===== config.mk =====
export PLATFORM = sky130hd
export DESIGN_NAME = fifo_wr_arbiter
export DESIGN_NICKNAME = d
export VERILOG_FILES = /design/src/rtl/fifo_wr_arbiter.sv
export SDC_FILE = /design/constraint.sdc
export NUM_CORES = 1
export LEC_CHECK = 0
export CORE_MARGIN = 8
export CORE_UTILIZATION = 35
export DETAILED_ROUTE_END_ITERATION = 8
export PLACE_DENSITY = 0.78
export REMOVE_ABC_BUFFERS = 1
export SETUP_SLACK_MARGIN = 0.3
export SKIP_CTS_REPAIR_TIMING = 1
export SYNTH_ARGS = -nofsm -noshare
export SYNTH_HDL_FRONTEND = slang
export SYNTH_SLANG_ARGS = --single-unit

===== constraint.sdc =====
create_clock -name clk -period 3.92 [get_ports clk]
set_input_delay 0.588 -clock clk [delete_from_list [all_inputs] [get_ports clk]]
set_output_delay 0.588 -clock clk [all_outputs]
set_load 0.01 [all_outputs]

===== src/rtl/fifo_wr_arbiter.sv =====
`default_nettype none
// ============================================================================
// Module   : fifo_wr_arbiter
// Purpose  : Round-robin burst arbiter sharing one FIFO write port among
//            NUM_REQ producers, with FIFO-full backpressure.
// Options  : FIFO_ARB_LOCK_EN adds a per-producer lock input that extends a
//            burst past MAX_BURST.
// Revision : 1.0 - initial release
// ============================================================================
module fifo_wr_arbiter #(
    parameter int NUM_REQ    = 4,
    parameter int DATA_WIDTH = 8,
    parameter int MAX_BURST  = 4
) (
    input  logic                          clk,
    input  logic                          reset,
    input  logic [NUM_REQ-1:0]            req,
    input  logic [NUM_REQ*DATA_WIDTH-1:0] req_data,
    input  logic                          full,
`ifdef FIFO_ARB_LOCK_EN
    input  logic [NUM_REQ-1:0]            lock,
`endif
    output logic [NUM_REQ-1:0]            gnt,
    output logic                          Wr_enable,
    output logic [DATA_WIDTH-1:0]         data_in,
    output logic [$clog2(NUM_REQ)-1:0]    owner_id,
    output logic                          busy
);

    localparam int IDW = $clog2(NUM_REQ);
    localparam int CW  = $clog2(MAX_BURST + 1);

    typedef enum logic [0:0] {
        IDLE  = 1'b0,
        BURST = 1'b1
    } state_t;

    state_t         state_q, state_d;
    logic [IDW-1:0] rr_ptr_q, rr_ptr_d;
    logic [IDW-1:0] owner_q, owner_d;
    logic [CW-1:0]  cnt_q, cnt_d;

    logic           w_any;
    logic [IDW-1:0] w_pick;
    logic           w_lock_own;
    logic           w_release;

`ifdef FIFO_ARB_LOCK_EN
    assign w_lock_own = lock[owner_q];
`else
    assign w_lock_own = 1'b0;
`endif

    // Descending scan so the lowest offset from rr_ptr wins.
    always_comb begin
        int idx;
        w_any  = 1'b0;
        w_pick = rr_ptr_q;
        for (int k = NUM_REQ - 1; k >= 0; k--) begin
            idx = int'(rr_ptr_q) + k;
            if (idx >= NUM_REQ) begin
                idx = idx - NUM_REQ;
            end
            if (req[idx]) begin
                w_any  = 1'b1;
                w_pick = IDW'(idx);
            end
        end
    end

    always_comb begin
        state_d   = state_q;
        rr_ptr_d  = rr_ptr_q;
        owner_d   = owner_q;
        cnt_d     = cnt_q;
        gnt       = '0;
        Wr_enable = 1'b0;
        data_in   = '0;
        w_release = 1'b0;
        case (state_q)
            IDLE: begin
                if (w_any) begin
                    owner_d = w_pick;
                    cnt_d   = '0;
                    state_d = BURST;
                end
            end
            BURST: begin
                gnt[owner_q] = !full;
                Wr_enable    = req[owner_q] && !full;
                if (Wr_enable) begin
                    data_in = req_data[int'(owner_q)*DATA_WIDTH +: DATA_WIDTH];
                end
                if (!req[owner_q]) begin
                    w_release = 1'b1;
                end else if (!full) begin
                    // Saturating count: a locked burst can run past MAX_BURST.
                    if (cnt_q != CW'(MAX_BURST)) begin
                        cnt_d = cnt_q + CW'(1);
                    end
                    if ((cnt_d == CW'(MAX_BURST)) && !w_lock_own) begin
                        w_release = 1'b1;
                    end
                end
                if (w_release) begin
                    state_d  = IDLE;
                    rr_ptr_d = (owner_q == IDW'(NUM_REQ - 1)) ? '0 : owner_q + IDW'(1);
                end
            end
            default: state_d = IDLE;
        endcase
    end

    always_ff @(posedge clk or posedge reset) begin
        if (reset) begin
            state_q  <= IDLE;
            rr_ptr_q <= '0;
            owner_q  <= '0;
            cnt_q    <= '0;
        end else begin
            state_q  <= state_d;
            rr_ptr_q <= rr_ptr_d;
            owner_q  <= owner_d;
            cnt_q    <= cnt_d;
        end
    end

    assign owner_id = owner_q;
    assign busy     = (state_q == BURST);

endmodule
`default_nettype wire


Word level (Yosys, flattened, before mapping)
Index checks and enable logic that the tools add are counted.
Widths: inputs -> output; s select.
{"block": "op_classes", "addsub": 9, "magnitude_cmp": 10, "n_eq_ne": 6, "shifts": 1, "mux": 48, "n_bitwise": 2, "n_reduce_logical": 6}
{"op": "$lt 32x4->1 const B", "count": 4}
{"op": "$mux 32", "count": 4}
{"op": "$shiftx 32x6->8", "count": 1}
{"op": "$mux 1", "count": 21}
{"op": "$mux 3", "count": 7}
{"op": "$mux 8", "count": 2}
{"op": "$sub 3x3->4 const B", "count": 3}
{"op": "$bmux 1 s2", "count": 5}
{"op": "$mux 2", "count": 5}
{"op": "$ge 3x3->1 const B", "count": 3}
{"op": "$add 2x2->3 const B", "count": 2}
{"op": "$pmux 3 s2", "count": 1}
{"op": "$and 4x4->4", "count": 1}
{"op": "$mux 4", "count": 1}
{"op": "$ne 2x2->1 const B", "count": 2}
{"op": "$reduce_and 2->1", "count": 2}
{"op": "$sub 2x3->4 const B", "count": 1}
{"op": "$add 2x1->3 const B", "count": 1}
{"op": "$add 3x1->3 const B", "count": 1}
{"op": "$eq 3x3->1 const B", "count": 1}
{"op": "$ge 2x3->1 const B", "count": 1}
{"op": "$lt 2x3->1 const B", "count": 1}
{"op": "$ne 3x3->1 const B", "count": 1}
{"op": "$reduce_and 3->1", "count": 1}
{"op": "9 further kinds", "count": 10}
{"block": "word_totals", "regBits": 8, "output_inout_bits": 16}

Longest topological paths before layout
Gate-level depths: netlist (run 1).
{"block": "logic_depth", "ltp_word": 12, "depth_mapped": 6}

Least setup slack after synthesis (run 1)
OpenSTA, ideal clock, no wires.
{"block": "synth_timing", "kind": "register -> output", "from": "reg owner_q[0], in the netlist owner_id[0]", "to": "out data_in[0]", "arrival_ns": 1.510, "t_required_ns": 3.332, "path_slack_ns": 1.822, "path_stages_with_launch": 4, "path_cell_list": "dfrtp_1 -> buf_2 -> mux4_2 -> and3_1"}
{"block": "synth_via", "elab_chain_cells": 5}
{"item": "start: declaration", "line": "40", "source": "logic [IDW-1:0] owner_q, owner_d;"}
{"item": "start signal: assignment", "line": "123", "source": "owner_q <= owner_d;"}
{"item": "parallel branches: the longest is 3 deep, another holds $shiftx 32x6->8"}
{"item": "$mux 8 *", "line": "91", "source": "if (Wr_enable) begin"}
{"item": "$mux 8 *", "line": "80", "source": "case (state_q)"}
{"item": "end: declaration", "line": "25", "source": "output logic [DATA_WIDTH-1:0] data_in,"}
Mark *: on every way between the ends. The select of a mux whose other input is x is not followed.

Worst setup path after layout (run 1)
{"block": "layout_timing", "from": "in req[1]", "to": "out Wr_enable"}
{"block": "layout_via", "elab_chain_cells": 4}
{"item": "start: declaration", "line": "17", "source": "input logic [NUM_REQ-1:0] req,"}
{"item": "$bmux 1 s2", "line": "90", "source": "Wr_enable = req[owner_q] && !full;"}
{"item": "$mux 1 (not written as such)", "line": "90"}
{"item": "$logic_and 1x1->1", "line": "90"}
{"item": "$mux 1", "line": "80"}
{"item": "end: declaration", "line": "24", "source": "output logic Wr_enable,"}
No other way between the ends. The select of a mux whose other input is x is not followed.

==> results of run 1 <==
[where the power goes]
group | leakage (uW) | switching [uW] | internal (uW)
Combinational | 0.000495 | 207 | 300
Clock | 0.0000138 | 28.0 | 35.0
Sequential | 0.0000994 | 63.5 | 116
Total | 0.000609 | 298 | 451
[sequential cells by signal, indices dropped and copies added (netlist names)]
| name | count |
|---|---|
| busy | 1 |
| rr_ptr_q | 2 |
| cnt_q | 3 |
| owner_id | 2 |
[per-stage QoR]
stage	hold slack, ps	area [sq um]	instances	total power, uW
after floorplan	404	860	84	481
after global placement	525	1450	169	679
after detailed placement	529	1450	169	691
after CTS	544	1470	172	759
after global routing	562	1470	172	810
final	546	1470	172	750
[final cells by class]
cell class	count	share of cell area, %
flip-flops and latches	8	13.6
clock buffers	3	1.53
inverters	7	1.79
well taps	30	2.56
multi-input cells	69	43.1
repair buffers	55	37.3
[cells by family after synthesis]
group	synth area share [%]
AND/OR/NAND/NOR	26.1
multiplexers	28.5
buffers and inverters	6.06
AO/OA/AOI/OAI	8.32
flip-flops	22.6
adder cells (fa/ha/maj)	8.46
[worst max path at each step]
stage | start | end | slack, ps | cells past startpoint
CTS | full | data_in[7] | 870 | 4
global placement | full | Wr_enable | 910 | 4
floorplan | owner_id[0]$_DFFE_PP0P_ | Wr_enable | 1700 | 2
global route | full | Wr_enable | 710 | 4
detailed placement | full | data_in[7] | 880 | 4
finish | req[1] | Wr_enable | 880 | 4
[synth_stat cells, types with 2 or more instances]
cell	number	area, sq um
mux4_2	9	203
and3_1	8	50.1
dfrtp_1	8	200
inv_1	7	26.3
ha_1	6	75.1
and2_1	5	31.3
nand2_1	5	18.8
nor2_1	5	18.8
nand2b_1	4	25.0
clkbuf_1	3	11.3
nand3_1	3	15.0
nor2b_1	3	18.8
a21oi_1	2	10.0
a31oi_1	2	12.5
mux2_4	2	30.0
mux2i_1	2	20.0
o31ai_1	2	15.0
[per-layer routing]
layer | routed length [um] | up-vias | track usage, % | share of wire (%)
li1 | - | 432 | - | -
met5 | 0 | - | 0 | 0
met1 | 1350 | 411 | 18.3 | 45
met3 | 457 | 4 | 5.59 | 15
met2 | 1190 | 59 | 19.1 | 39
met4 | 25 | 0 | 4.00 | 0.83
==> flow_summary.yaml, run 1 <==
outcome:
  outcome: "complete, no violations"
run:
  drv_cap: 0
timing:
  skew_ps: 8.86
  worstMarginPinSlew_ps: 795
  setup_slack_ps: 883
  relSlewSlack_pct: 46.9
  min_period_ps: 3040
  drv_slew: 0
  tns_ps: 0
  fin_crit_sh_pct: 77.5
  final-hold-violation-count: 0
  fmax_ghz: 0.329
  rsz0062_at_grt: "false"
  setup_viol: 0
final_layout:
  drive_above_1_share_pct: 12.7
  regArea_sq_um: 200
  utilization_pct: 60.3
  final_common_cell: "clkdlybuf4s50_1"
  mostFrequentLayoutCells: "clkdlybuf4s50_1 (54), mux4_2 (9), and3_1 (8), dfrtp_1 (8), inv_1 (7)"
  nNetsFinal: 189
  diodes: 0
  fillCellCount: 227
  multiInputGateArea_sq_um: 633
  syn_to_final_growth_pct: 65.4
detailed_routing:
  routed_via_density: 5.27
  route.vias.total: 906
  routedWlPerCell_um: 17.6
  route.detailed.drc: 0
  drt-total-wl_um: 3020
  firstDrtPassIters: 4
  dr.first_iter.drc_count: 44
  ant_nets: 0
critical_path:
  cpLargestDelayFamily: "buffers and inverters"
  cp-end-kind: "primary output"
  path_max_fanout: 11
  worst_setup_path_start_kind: "input pin"
  crit_slowest_cell: "mux4_2"
  r2r_slack_ps: 1920
  cp_slowest_stage_delay_ps: 630
  crit_buf_inv: 2
  crit_chain: "clkdlybuf4s50_1, mux4_2, and2_1, clkdlybuf4s50_1"
  rr_startpoint: "cnt_q[0]$_DFFE_PP0P_"
  rr_worst_depth: 6
  timing.rr.end: "rr_ptr_q[0]$_DFFE_PP0P_"
  crit_top_cell: "clkdlybuf4s50_1"
  crit_type: "in2out"
  cp.arrival_ps: 2450
  crit_required_ps: 3330
min_path:
  hold_path_class: "reg2reg"
  holdPathEnd: "rr_ptr_q[0]$_DFFE_PP0P_"
  min_path_cells: 1
  hp-start: "rr_ptr_q[0]$_DFFE_PP0P_"
placement:
  place_congestion: 0.864
  place_ws_ps: 876
  hpwlAfterDp_um: 2460
  port_buffers: 54
floorplan:
  rows: 18
  die_h_um: 66.3
  design.core.area_sq_um: 2430
  start_util_pct: 36.5
  dieArea_sq_um: 4400
  pin_count: 55
  die_w_um: 66.3
clocking:
  cts_sinks: 8
  clockBufferDepth: 2
  path_clk_slew_ps: 50
  clock_latency_ps: 260
  numCtsBuffers: 3
  cts_tree: "yes"
  cts-root-buf: "clkbuf_4"
  htree_levels: 1
grt:
  grt-ovfl-total: 0
  track_usage_pct: 13.5
  grt_pass1_wl_um: 4520
  antenna_found_initial: 0
  grt_pass1_vias: 901
  grt_max_degree: 16
synth:
  synth_edf_count: 0
  syn_inst: 89
  avgSynthCellArea_sq_um: 9.97
  synth_async_sr_flop_share_pct: 100
  synth_warnings: 0
  ys_seq_area_share_pct: 22.6
  synthFlopType: "dfrtp_1"
  synth_area_sq_um: 887
  ys_types: 30
  ys_seq_elements: 8
power_and_ir_drop:
  vdd_drop_max_mv: 0.392
  power.leakage_uw: 0.000609
  power_density_nw_per_um2: 511
Note: power is estimated with default switching activity, not from simulation.
==> inputs of run 2 (changes only) <==
==> constraint.sdc (replaced) <==
create_clock -name clk -period 3.1 [get_ports clk]
set_input_delay 0.465 -clock clk [delete_from_list [all_inputs] [get_ports clk]]
set_output_delay 0.465 -clock clk [all_outputs]
set_load 0.01 [all_outputs]
==> run 2 against run 1 <==
Against the previous run:
- sequential cell count is the same
- non-clock buffer count increased by 3
- core utilization increased by 0.93 points
- design area increased by 1.5%
- first-iteration DRC count fell by 9.1%
- via count rose by 5.3%
- setup slack lost 510 ps
- register-to-register slack got worse by 880 ps
- critical path depth did not move
- die area is the same
- cell count increased by 1.7%
- clock skew down 7.8 ps
==> flow_summary.yaml, run 2 (same netlist as run 1, synthesis figures left out) <==
final_layout:
  drive_above_1_share_pct: 14.5
  fillCellCount: 213
  mostFrequentLayoutCells: "clkdlybuf4s50_1 (54), mux4_2 (9), and3_1 (8), dfrtp_1 (8), inv_1 (7)"
  nNetsFinal: 192
  largest_reg_flops: 3
  final_common_cell: "clkdlybuf4s50_1"
  syn_to_final_growth_pct: 68.0
  design_area_sq_um: 1490
  regMostFlops: "cnt_q"
  diodes: 0
timing:
  min_period_ps: 2730
  relSlewSlack_pct: 64.4
  worstMarginPinSlew_ps: 534
  rsz0062_at_grt: "true"
  skew_ps: 1.09
  fmax_ghz: 0.366
  tns_ps: 0
  final-hold-violation-count: 0
  fin_crit_sh_pct: 88.1
  setup_viol: 0
  drv_slew: 0
power_and_ir_drop:
  power_density_nw_per_um2: 656
  vdd_drop_max_mv: 0.525
  power.leakage_uw: 0.000623
critical_path:
  cp_slowest_stage_delay_ps: 590
  crit_type: "in2out"
  crit_slowest_cell: "mux4_2"
  crit_required_ps: 2630
  path_max_fanout: 10
  crit_buf_inv: 2
  cp-end-kind: "primary output"
  worst_setup_path_start_kind: "input pin"
  crit_chain: "clkdlybuf4s50_1, mux4_2, and2_1, clkdlybuf4s50_1"
  cpLargestDelayFamily: "buffers and inverters"
  crit_top_cell: "clkdlybuf4s50_1"
  cp.arrival_ps: 2270
floorplan:
  start_util_pct: 36.5
  dieArea_sq_um: 4400
  pin_count: 55
  design.core.area_sq_um: 2430
  die_w_um: 66.3
  rows: 18
  die_h_um: 66.3
detailed_routing:
  routedWlPerCell_um: 17.7
  route.vias.total: 954
  route.detailed.drc: 0
  firstDrtPassIters: 4
  dr.first_iter.drc_count: 40
  routed_via_density: 5.45
  ant_nets: 0
  drt-total-wl_um: 3110
placement:
  place_congestion: 0.838
  dpl-instance-area_sq_um: 1450
  hpwlAfterDp_um: 2530
  port_buffers: 54
grt:
  grt-ovfl-total: 0
  grt_max_degree: 15
  track_usage_pct: 14.4
  antenna_found_initial: 0
  grt_pass1_vias: 959
  grt_pass1_wl_um: 4930
clocking:
  htree_levels: 1
  clock_latency_ps: 250
  clockBufferDepth: 2
  cts_sinks: 8
  numCtsBuffers: 3
  cts_tree: "yes"
  cts-root-buf: "clkbuf_4"
  path_clk_slew_ps: 60
run:
  drv_cap: 0
min_path:
  hold_path_class: "in2async"
outcome:
  outcome: "complete, no violations"
-- run 2: cell count changes in the layout (fill, tap and decap cells not counted), sizes merged --
cell and change:
buf +3
-- run 2: worst reg2reg max path: stages (launching register included) --
cell     delay [ps]
dfrtp_1         680
mux4_2          420
buf_4           140
buf_4           100
nor2_4           30
a31oi_2         250
mux2_4          330
-- run 2: where the power goes --
| group | switching [uW] | internal, uW | total [uW] |
|---|---|---|---|
| Combinational | 273 | 400 | 673 |
| Clock | 37.1 | 44.4 | 81.5 |
| Sequential | 75.4 | 147 | 222 |
| Total | 386 | 591 | 977 |
-- run 2: final timing paths --
path / startpoint / endpoint / slack (ps) / cells after the start
max in group asynchronous: reset / cnt_q[2]$_DFFE_PP0P_ / 2410 / 2
min reg2reg: rr_ptr_q[0]$_DFFE_PP0P_ / rr_ptr_q[0]$_DFFE_PP0P_ / 540 / 1
min: reset / busy$_DFF_PP0_ / 460 / 2
max: req[1] / Wr_enable / 370 / 4
min in group clk: rr_ptr_q[0]$_DFFE_PP0P_ / rr_ptr_q[0]$_DFFE_PP0P_ / 540 / 1
max reg2reg: owner_id[1]$_DFFE_PP0P_ / rr_ptr_q[1]$_DFFE_PP0P_ / 1040 / 6
-- run 2: cell type report --
type	instances	area [sq um]	area share, %
Multi-Input combinational cell	69	633	42.5
Timing Repair Buffer	58	571	38.3
Sequential cell	8	200	13.4
Tap cell	30	37.5	2.52
Inverter	7	26.3	1.76
Clock buffer	3	22.5	1.51
-- run 2: metal layers --
metal	share of wire (%)	track usage (%)
met1	47	18.3
met2	39	21.7
met3	12	5.08
met4	1.4	5.60
met5	0	0
-- run 2: per-stage QoR --
step,hold WS [ps],total power (uW),utilization (%),setup WS (ps),cells
after floorplan,281,609,-,1000,84
after global placement,529,862,59.7,363,170
after detailed placement,522,881,59.7,311,170
after CTS,460,968,60.6,308,173
after global routing,489,1060,61.3,294,175
final,455,977,61.3,369,175
